$ cat src/rtl/bidir_bus_arbiter_if.sv
// bidir_bus_arbiter_if: request, grant and buffer-control signals between the arbiter and its two bus sides
interface bidir_bus_arbiter_if;
   logic REQ_A;
   logic REQ_B;
   logic CE;
   logic SR;
   logic GNT_A;
   logic GNT_B;
   logic BUSY;
   modport master (output REQ_A, REQ_B, input CE, SR, GNT_A, GNT_B, BUSY);
   modport slave (input REQ_A, REQ_B, output CE, SR, GNT_A, GNT_B, BUSY);
endinterface

$ cat src/rtl/bidir_bus_arbiter.sv
// bidir_bus_arbiter: round-robin owner of an 8-bit bidirectional buffer with dead-cycle turnaround and burst preemption
module bidir_bus_arbiter #(
   parameter int TURNAROUND = 1,
   parameter int MAX_BURST  = 4
) (
   input logic CLK,
   input logic RST_N,
   bidir_bus_arbiter_if.slave bus
);
   typedef enum logic [1:0] {IDLE, XFER_AB, XFER_BA, TURN} state_t;
   state_t r_state;
   state_t w_nxt;
   state_t w_win;
   logic [3:0] r_beat;
   logic [3:0] r_turn;
   logic [3:0] w_beat_nxt;
   logic [3:0] w_turn_nxt;
   logic r_fresh;
   logic r_ce;
   logic r_sr;
   logic r_gnt_a;
   logic r_gnt_b;
   logic r_busy;
   logic w_any;
   logic w_pick_a;
   logic w_own;
   logic w_oth;
   logic w_beat_end;
   logic w_xfer_nxt;
   // SR doubles as the round-robin pointer: it always names the side last served (B out of reset)
   always_comb begin
      w_any      = bus.REQ_A | bus.REQ_B;
      w_pick_a   = (bus.REQ_A & bus.REQ_B) ? ~r_sr : bus.REQ_A;
      w_win      = w_pick_a ? XFER_AB : XFER_BA;
      w_own      = (r_state == XFER_AB) ? bus.REQ_A : bus.REQ_B;
      w_oth      = (r_state == XFER_AB) ? bus.REQ_B : bus.REQ_A;
      w_beat_end = r_beat == 4'(MAX_BURST - 1);
      w_nxt      = r_state;
      case (r_state)
         IDLE:    w_nxt = !w_any ? IDLE : (r_fresh || w_pick_a == r_sr) ? w_win : TURN;
         TURN:    w_nxt = (r_turn != 4'd0) ? TURN : w_any ? w_win : IDLE;
         default: w_nxt = !w_own ? (w_oth ? TURN : IDLE) : (w_beat_end && w_oth) ? TURN : r_state;
      endcase
      w_xfer_nxt = (w_nxt == XFER_AB) || (w_nxt == XFER_BA);
      w_beat_nxt = (w_nxt == r_state && w_xfer_nxt && !w_beat_end) ? r_beat + 4'd1 : 4'd0;
      w_turn_nxt = (r_state != TURN) ? 4'(TURNAROUND - 1) : (r_turn != 4'd0) ? r_turn - 4'd1 : 4'd0;
   end
   // State, counters and all bus outputs registered together; reset drops CE and grants without a clock
   always_ff @(posedge CLK or negedge RST_N) begin
      if (!RST_N) begin
         r_state <= IDLE;
         r_beat  <= 4'd0;
         r_turn  <= 4'd0;
         r_fresh <= 1'b1;
         r_ce    <= 1'b0;
         r_sr    <= 1'b0;
         r_gnt_a <= 1'b0;
         r_gnt_b <= 1'b0;
         r_busy  <= 1'b0;
      end else begin
         r_state <= w_nxt;
         r_beat  <= w_beat_nxt;
         r_turn  <= w_turn_nxt;
         r_fresh <= r_fresh & ~w_xfer_nxt;
         r_ce    <= w_xfer_nxt;
         r_sr    <= w_xfer_nxt ? (w_nxt == XFER_AB) : r_sr;
         r_gnt_a <= w_nxt == XFER_AB;
         r_gnt_b <= w_nxt == XFER_BA;
         r_busy  <= w_nxt != IDLE;
      end
   end
   assign bus.CE    = r_ce;
   assign bus.SR    = r_sr;
   assign bus.GNT_A = r_gnt_a;
   assign bus.GNT_B = r_gnt_b;
   assign bus.BUSY  = r_busy;
endmodule

$ cat src/flat_wrapper.sv
// flat-port wrapper written by rule: the top's interface ports become plain ports
module bidir_bus_arbiter_flat 
#(
   parameter int TURNAROUND = 1,
   parameter int MAX_BURST  = 4
)
  (CLK, RST_N, bus_REQ_A, bus_REQ_B, bus_CE, bus_SR, bus_GNT_A, bus_GNT_B, bus_BUSY);
  bidir_bus_arbiter_if bus_i ();
  input logic CLK;
  input logic RST_N;
  input wire logic [$bits(bus_i.REQ_A)-1:0] bus_REQ_A;
  input wire logic [$bits(bus_i.REQ_B)-1:0] bus_REQ_B;
  output wire logic [$bits(bus_i.CE)-1:0] bus_CE;
  output wire logic [$bits(bus_i.SR)-1:0] bus_SR;
  output wire logic [$bits(bus_i.GNT_A)-1:0] bus_GNT_A;
  output wire logic [$bits(bus_i.GNT_B)-1:0] bus_GNT_B;
  output wire logic [$bits(bus_i.BUSY)-1:0] bus_BUSY;
  assign bus_i.REQ_A = bus_REQ_A;
  assign bus_i.REQ_B = bus_REQ_B;
  assign bus_CE = bus_i.CE;
  assign bus_SR = bus_i.SR;
  assign bus_GNT_A = bus_i.GNT_A;
  assign bus_GNT_B = bus_i.GNT_B;
  assign bus_BUSY = bus_i.BUSY;
  bidir_bus_arbiter #(.TURNAROUND(TURNAROUND), .MAX_BURST(MAX_BURST)) u_core (.CLK(CLK), .RST_N(RST_N), .bus(bus_i));
endmodule
$ cat config.mk
export PLATFORM = sky130hd
export DESIGN_NAME = bidir_bus_arbiter_flat
export DESIGN_NICKNAME = d
export VERILOG_FILES = /design/src/rtl/bidir_bus_arbiter_if.sv /design/src/rtl/bidir_bus_arbiter.sv /design/src/flat_wrapper.sv
export SDC_FILE = /design/constraint.sdc
export NUM_CORES = 1
export LEC_CHECK = 0
export CAP_MARGIN = 20
export CORE_MARGIN = 2
export CORE_UTILIZATION = 38
export CTS_BUF_LIST = sky130_fd_sc_hd__clkbuf_2
export CTS_CLUSTER_DIAMETER = 100
export DETAILED_ROUTE_END_ITERATION = 12
export PLACE_DENSITY = 0.69
export SLEW_MARGIN = 20
export SYNTH_ARGS = -nofsm -noshare
export SYNTH_HDL_FRONTEND = slang
export SYNTH_SLANG_ARGS = --single-unit
$ cat constraint.sdc
create_clock -name CLK -period 2.84 [get_ports CLK]
set_clock_uncertainty 0.05 [all_clocks]
set_input_delay 0.568 -clock CLK [delete_from_list [all_inputs] [get_ports CLK]]
set_output_delay 0.568 -clock CLK [all_outputs]
set_load 0.01 [all_outputs]
* Word-level counts from Yosys, hierarchy flattened
Cells that the tools add are included.
** Cells by class
- Reductions and logical operators :: 9
- Equality and inequality tests :: 8
- Bitwise logic cells :: 5
- Mux-type cells :: 15
- Add/sub/neg operators :: 2
** Operators by type and width (number)
- 2-to-1 mux 2 bit :: 8
- 2-to-1 mux 4 bit :: 3
- adder 4 x 1 -> 4 bit (second input constant) :: 1
- == test 2 x 1 -> 1 bit (second input constant) :: 2
- == test 2 bit (second input constant) :: 2
- == test 4 x 2 -> 1 bit (second input constant) :: 1
- case mux 2 bit (2 select lines) :: 1
- nonzero test 4 bit :: 1
- subtractor 4 x 1 -> 4 bit (second input constant) :: 1
- logical AND 1 bit :: 3
- 2-to-1 mux 1 bit :: 3
- AND 1 bit :: 2
- == test 2 bit :: 1
- zero test 2 bit :: 1
- logical OR 1 bit :: 2
- != test 2 bit (second input constant) :: 1
- inverter 1 bit :: 2
- nonzero test 2 bit :: 1
- == test 1 bit :: 1
- zero test 1 bit :: 1
- OR 1 bit :: 1
** Storage, ports and cells
- Bits in registers :: 16
- Input port bits :: 4
- Word-level logic and storage cells :: 48

* Logic depth before layout (Yosys ltp)
- Depth in word-level cells :: 12
- Depth in mapped cells :: 11
- Depth with buffers taken out :: 11

* Worst setup path before layout
Ideal clock, no wire load.
- Kind :: register -> register
- Start point :: register u_core.r_state[1]
- End point :: register u_core.r_beat[0]
- Setup time :: 80 ps
- Cell stages (with the launch flop) :: 11
- Setup slack :: 203 ps
- Arrival time :: 2507 ps
- Period minus slack after synthesis :: 2637 ps
- Cell sequence :: dfrtp_1 -> inv_1 -> ha_1 -> buf_2 -> inv_2 -> a2111o_1 -> o21a_1 -> ha_1 -> a2111o_1 -> nand4b_4 -> nor3b_2
** Between the ends
- Cells in the longest elaborated chain, start to end :: 11
** RTL lines
- from (decl) :: line bidir_bus_arbiter.sv:11 : state_t r_state;
- from (signal assigned) :: line bidir_bus_arbiter.sv:61 : r_state <= w_nxt;
- == test 2 x 1 -> 1 bit :: line bidir_bus_arbiter.sv:35, bidir_bus_arbiter.sv:36
- 2-to-1 mux 1 bit :: line bidir_bus_arbiter.sv:36 : w_oth = (r_state == XFER_AB) ? bus.REQ_B : bus.REQ_A;
- logical AND 1 bit :: line bidir_bus_arbiter.sv:42 : default: w_nxt = !w_own ? (w_oth ? TURN : IDLE) : (w_beat_end && w_oth) ? TURN : r_state;
- 2-to-1 mux 2 bit (2 in series) :: line bidir_bus_arbiter.sv:42
- case mux 2 bit (2 select lines) (*) :: line bidir_bus_arbiter.sv:39 : case (r_state)
- net u_core.w_nxt[0] :: line bidir_bus_arbiter.sv:12 : state_t w_nxt;
- == test 2 x 1 -> 1 bit or == test 2 bit (tied branches) :: line bidir_bus_arbiter.sv:44 : w_xfer_nxt = (w_nxt == XFER_AB) || (w_nxt == XFER_BA);
- logical OR 1 bit :: line bidir_bus_arbiter.sv:44
- logical AND 1 bit (*) (2 in series) :: line bidir_bus_arbiter.sv:45 : w_beat_nxt = (w_nxt == r_state && w_xfer_nxt && !w_beat_end) ? r_beat + 4'd1 : 4'd0;
- 2-to-1 mux 4 bit (*) :: line bidir_bus_arbiter.sv:45
- net u_core.w_beat_nxt[0] :: line bidir_bus_arbiter.sv:16 : logic [3:0] w_beat_nxt;
- to (signal assigned) :: line bidir_bus_arbiter.sv:62 : r_beat <= w_beat_nxt;
- to (decl) :: line bidir_bus_arbiter.sv:14 : logic [3:0] r_beat;
The timed path passes the listed nets; every way through them passes the cells marked *.
A chain may end at the register's enable or synchronous reset.

* Final worst setup path
- Start point :: input bus_REQ_A
- End point :: register u_core.r_beat[0]
** Between the ends
- Cells in the longest elaborated chain, start to end :: 12
** RTL lines
- from (decl) :: line flat_wrapper.sv:11 : input wire logic [$bits(bus_i.REQ_A)-1:0] bus_REQ_A;
- AND 1 bit :: line bidir_bus_arbiter.sv:33 : w_pick_a = (bus.REQ_A & bus.REQ_B) ? ~r_sr : bus.REQ_A;
- 2-to-1 mux 1 bit :: line bidir_bus_arbiter.sv:33
- == test 1 bit :: line bidir_bus_arbiter.sv:40 : IDLE: w_nxt = !w_any ? IDLE : (r_fresh || w_pick_a == r_sr) ? w_win : TURN;
- logical OR 1 bit :: line bidir_bus_arbiter.sv:40
- 2-to-1 mux 2 bit (2 in series) :: line bidir_bus_arbiter.sv:40
- case mux 2 bit (2 select lines) (*) :: line bidir_bus_arbiter.sv:39
- net u_core.w_nxt[0] :: line bidir_bus_arbiter.sv:12
- == test 2 x 1 -> 1 bit or == test 2 bit (tied branches) :: line bidir_bus_arbiter.sv:44
- logical OR 1 bit :: line bidir_bus_arbiter.sv:44
- logical AND 1 bit (*) (2 in series) :: line bidir_bus_arbiter.sv:45
- 2-to-1 mux 4 bit (*) :: line bidir_bus_arbiter.sv:45
- net u_core.w_beat_nxt[0] :: line bidir_bus_arbiter.sv:16
Marks and branches as above.

==> flow_metrics.env <==
export IMPL_outcome="complete, no violations"
export IMPL_power_total_w=0.00146
export IMPL_grt_setup_unrepaired="no"
export IMPL_total_count_of_max_transition_violations_in_the_final_report=0
export IMPL_route_final_wire_length_mm=2.07
export IMPL_post_route_cells_drive_above_1_share_pct=22.6
export IMPL_syn_nets=107
export IMPL_globalRouteOverflowTotal=0
export IMPL_final_core_util_pct=49.2
export IMPL_detailedPlacementHpwl_mm=1.62
export IMPL_critical_path_buf_inv_count=2
export IMPL_num_antenna_cells=0
export IMPL_synth_lib_cells_used_distinct=39
export IMPL_rows=18
export IMPL_pin_count_of_the_biggest_net_entering_global_routing=17
export IMPL_crit_path_top_delay_cell="sky130_fd_sc_hd__clkdlybuf4s50_1"
export IMPL_post_synth_edffs=0
export IMPL_fmaxAchievable_mhz=374
export IMPL_postRouteAntennaNets=0
export IMPL_die_area_um2=3040
export IMPL_cp_end_kind="flip-flop"
export IMPL_clock_latency_ps=280
export IMPL_detail_route_iter0_violations=7
export IMPL_synth_seq_cells=16
export IMPL_seq_area_frac_synth_pct=40.4
export IMPL_finalSetupViolations=0
export IMPL_setup_tns_ps=0
export IMPL_nets=129
export IMPL_cp_top_family="compound AO/OA/AOI/OAI gates"
export IMPL_final_critical_path_required_period_ps=2670
export IMPL_slew_headroom_pct=50.9
export IMPL_clk_transition_reported_paths_ps=150
export IMPL_netlist_instances=94
export IMPL_io_pins=9
export IMPL_max_capacitance_violation_count=0
export IMPL_finish_instance_area_um2=1220
export IMPL_synthesis_area_um2=995
export IMPL_cts_sinks=16
export IMPL_die_h_um=55.2
export IMPL_global_route_usage_met1_pct=23.6
export IMPL_ys_dominant_reg_cell="sky130_fd_sc_hd__dfrtp_1"
export IMPL_routed_wire_length_per_instance_um=14.3
export IMPL_start_kind="input port"
export IMPL_synthesis_area_per_instance_um2=10.6
export IMPL_hold_buffers=0
export IMPL_crit_chain="clkdlybuf4s50_1, buf_4, nand2_1, o221a_1, a32oi_1, o21a_1, ha_1, a2111o_1, nand4b_4, nor3b_2"
export IMPL_cp_max_fo=5
export IMPL_vdd_ir_drop_max_mv=0.834
export IMPL_leakage_nw=0.578
export IMPL_maximum_buffer_depth_of_the_clock_tree=2
export IMPL_grt_antenna_before_repair=0
export IMPL_gpl_final_weighted_congestion=0.830
export IMPL_finalNonFillerCells=145
export IMPL_worst_endpoint_arrival_ps=2830
export IMPL_residual_drc=0
export IMPL_most_crowded_layer_gr="met2"
export IMPL_die_width_um=55.2
export IMPL_grt_util_met3_pct=1.61
export IMPL_postSynth_asyncResetShare_pct=100
export IMPL_start_util_pct=40.2
export IMPL_final_min_period_over_clock_period_pct=94.0
export IMPL_number_of_warnings_issued_by_yosys=0
export IMPL_syn_to_final_growth_pct=22.6
export IMPL_holdCritPathClass="flip-flop to flip-flop"
export IMPL_grt_use_total_pct=16.6
export IMPL_cts_root_buffer_cell="sky130_fd_sc_hd__clkbuf_2"
export IMPL_placed_cells_incl_taps=141
export IMPL_core_region_area_um2=2480
export IMPL_powerDensity_nw_per_um2=1200
export IMPL_cp_required_ps=3000
export IMPL_grt_use_met2_pct=25.8
export IMPL_max_slew_worst_pin_slew_ps=718
export IMPL_first_global_vias=722
export IMPL_port_buffer_count=8
export IMPL_via_per_inst=5.35
export IMPL_detailed_place_area_um2=1180
export IMPL_via_count=776
export IMPL_max_stage_delay_ps=550
export IMPL_cts_buffers_inserted=3
export IMPL_grt_pass1_wl_mm=3.47
export IMPL_cts_tree="built"
export IMPL_htree_levels=1
export IMPL_timing_hold_violations_final=0
export IMPL_category_of_the_critical_setup_timing_path="input port to flip-flop"
export IMPL_drt_pass1_iterations=4
-- power breakdown --
part / switching, W / internal, W / leakage, nW
clock: 0.0000668 / 0.0000306 / 0.0140
sequential: 0.0000465 / 0.000299 / 0.205
combinational: 0.000494 / 0.000524 / 0.359
total: 0.000608 / 0.000854 / 0.578
-- repair_timing --
action | in CTS | in global routing
endpoints found under the setup margin | 0 | 1
resized for setup | 0 | 4
setup buffers | 0 | 0
-- synth_stat cells (all sizes together) (2+ instances only) --
master	count	area share, %
dfrtp	15	38
inv	10	3.8
nor2	10	3.8
ha	9	11
nand2	7	2.6
nand3	3	1.5
nor3b	3	3.3
o21ai	3	1.5
xnor2	3	2.6
a2111o	2	2.3
a32oi	2	1.8
and2	2	1.3
buf	2	1.0
o211a	2	2.8
o211ai	2	2.9
-- path summary, 6_finish.rpt --
path	startpoint	end	slack (ps)	depth (start not counted)
max in group asynchronous	RST_N	u_core.r_state[0]	1620	1
setup reg to reg	u_core.r_state[0]	u_core.r_beat[0]	220	9
hold reg to reg	u_core.r_turn[0]	u_core.r_turn[0]	420	1
setup / recovery	bus_REQ_A	u_core.r_beat[0]	170	10
min in group asynchronous	RST_N	u_core.bus.GNT_A	630	1
hold / removal	u_core.r_turn[0]	u_core.r_turn[0]	420	1
-- placed cells by master (no fill, tap or decap), types with 2 or more instances in the layout --
cell / instances
sky130_fd_sc_hd__o21ai_0: 2
sky130_fd_sc_hd__nand3_1: 3
sky130_fd_sc_hd__and2_1: 2
sky130_fd_sc_hd__nor2_1: 10
sky130_fd_sc_hd__clkbuf_2: 3
sky130_fd_sc_hd__xnor2_1: 3
sky130_fd_sc_hd__ha_1: 9
sky130_fd_sc_hd__dfrtp_1: 14
sky130_fd_sc_hd__a2111o_1: 2
sky130_fd_sc_hd__clkdlybuf4s50_1: 7
sky130_fd_sc_hd__nand2_1: 7
sky130_fd_sc_hd__buf_4: 11
sky130_fd_sc_hd__inv_1: 9
sky130_fd_sc_hd__a32oi_1: 2
-- through the flow --
stage / hold slack, ps / worst slack, ps
5_1_grt: 457 / 5.48
3_3_place_gp: 391 / -65.8
3_5_place_dp: 405 / -179
6_report: 418 / 169
4_1_cts: 425 / 116
2_1_floorplan: 222 / 203
-- layer usage --
metal | up-vias | wire (µm)
met5 | - | 0
met4 | 0 | 37
met3 | 6 | 69
met2 | 14 | 985
met1 | 374 | 981
li1 | 382 | -
-- flip-flops by register name, summed over array words and instances, names as in the netlist --
register	count
u_core.r_beat	4
u_core.r_turn	4
u_core.r_state	2
u_core.bus.BUSY	1
u_core.bus.CE	1
u_core.bus.GNT_A	1
u_core.bus.GNT_B	1
u_core.bus.SR	1
u_core.r_fresh	1
-- final cells by class --
| class | instances | area (µm²) |
|---|---|---|
| well taps | 30 | 37.5 |
| flip-flops and latches | 16 | 403 |
| inverters | 10 | 37.5 |
| repair buffers | 19 | 165 |
| clock buffers | 3 | 15.0 |
| fillers | 234 | 1260 |
| clock inverters | 1 | 3.75 |
| multi-input cells | 66 | 558 |
-- logic make-up after synthesis --
group	after synthesis	synth area share, %
buffers and inverters	12	4.78
adder cells (fa/ha/maj)	9	11.3
multiplexers	1	1.13
AO/OA/AOI/OAI	20	18.6
AND/OR/NAND/NOR	32	20.3
flip-flops	16	40.4
XOR/XNOR	4	3.52
No activity file was read; power rests on OpenSTA's default activity.
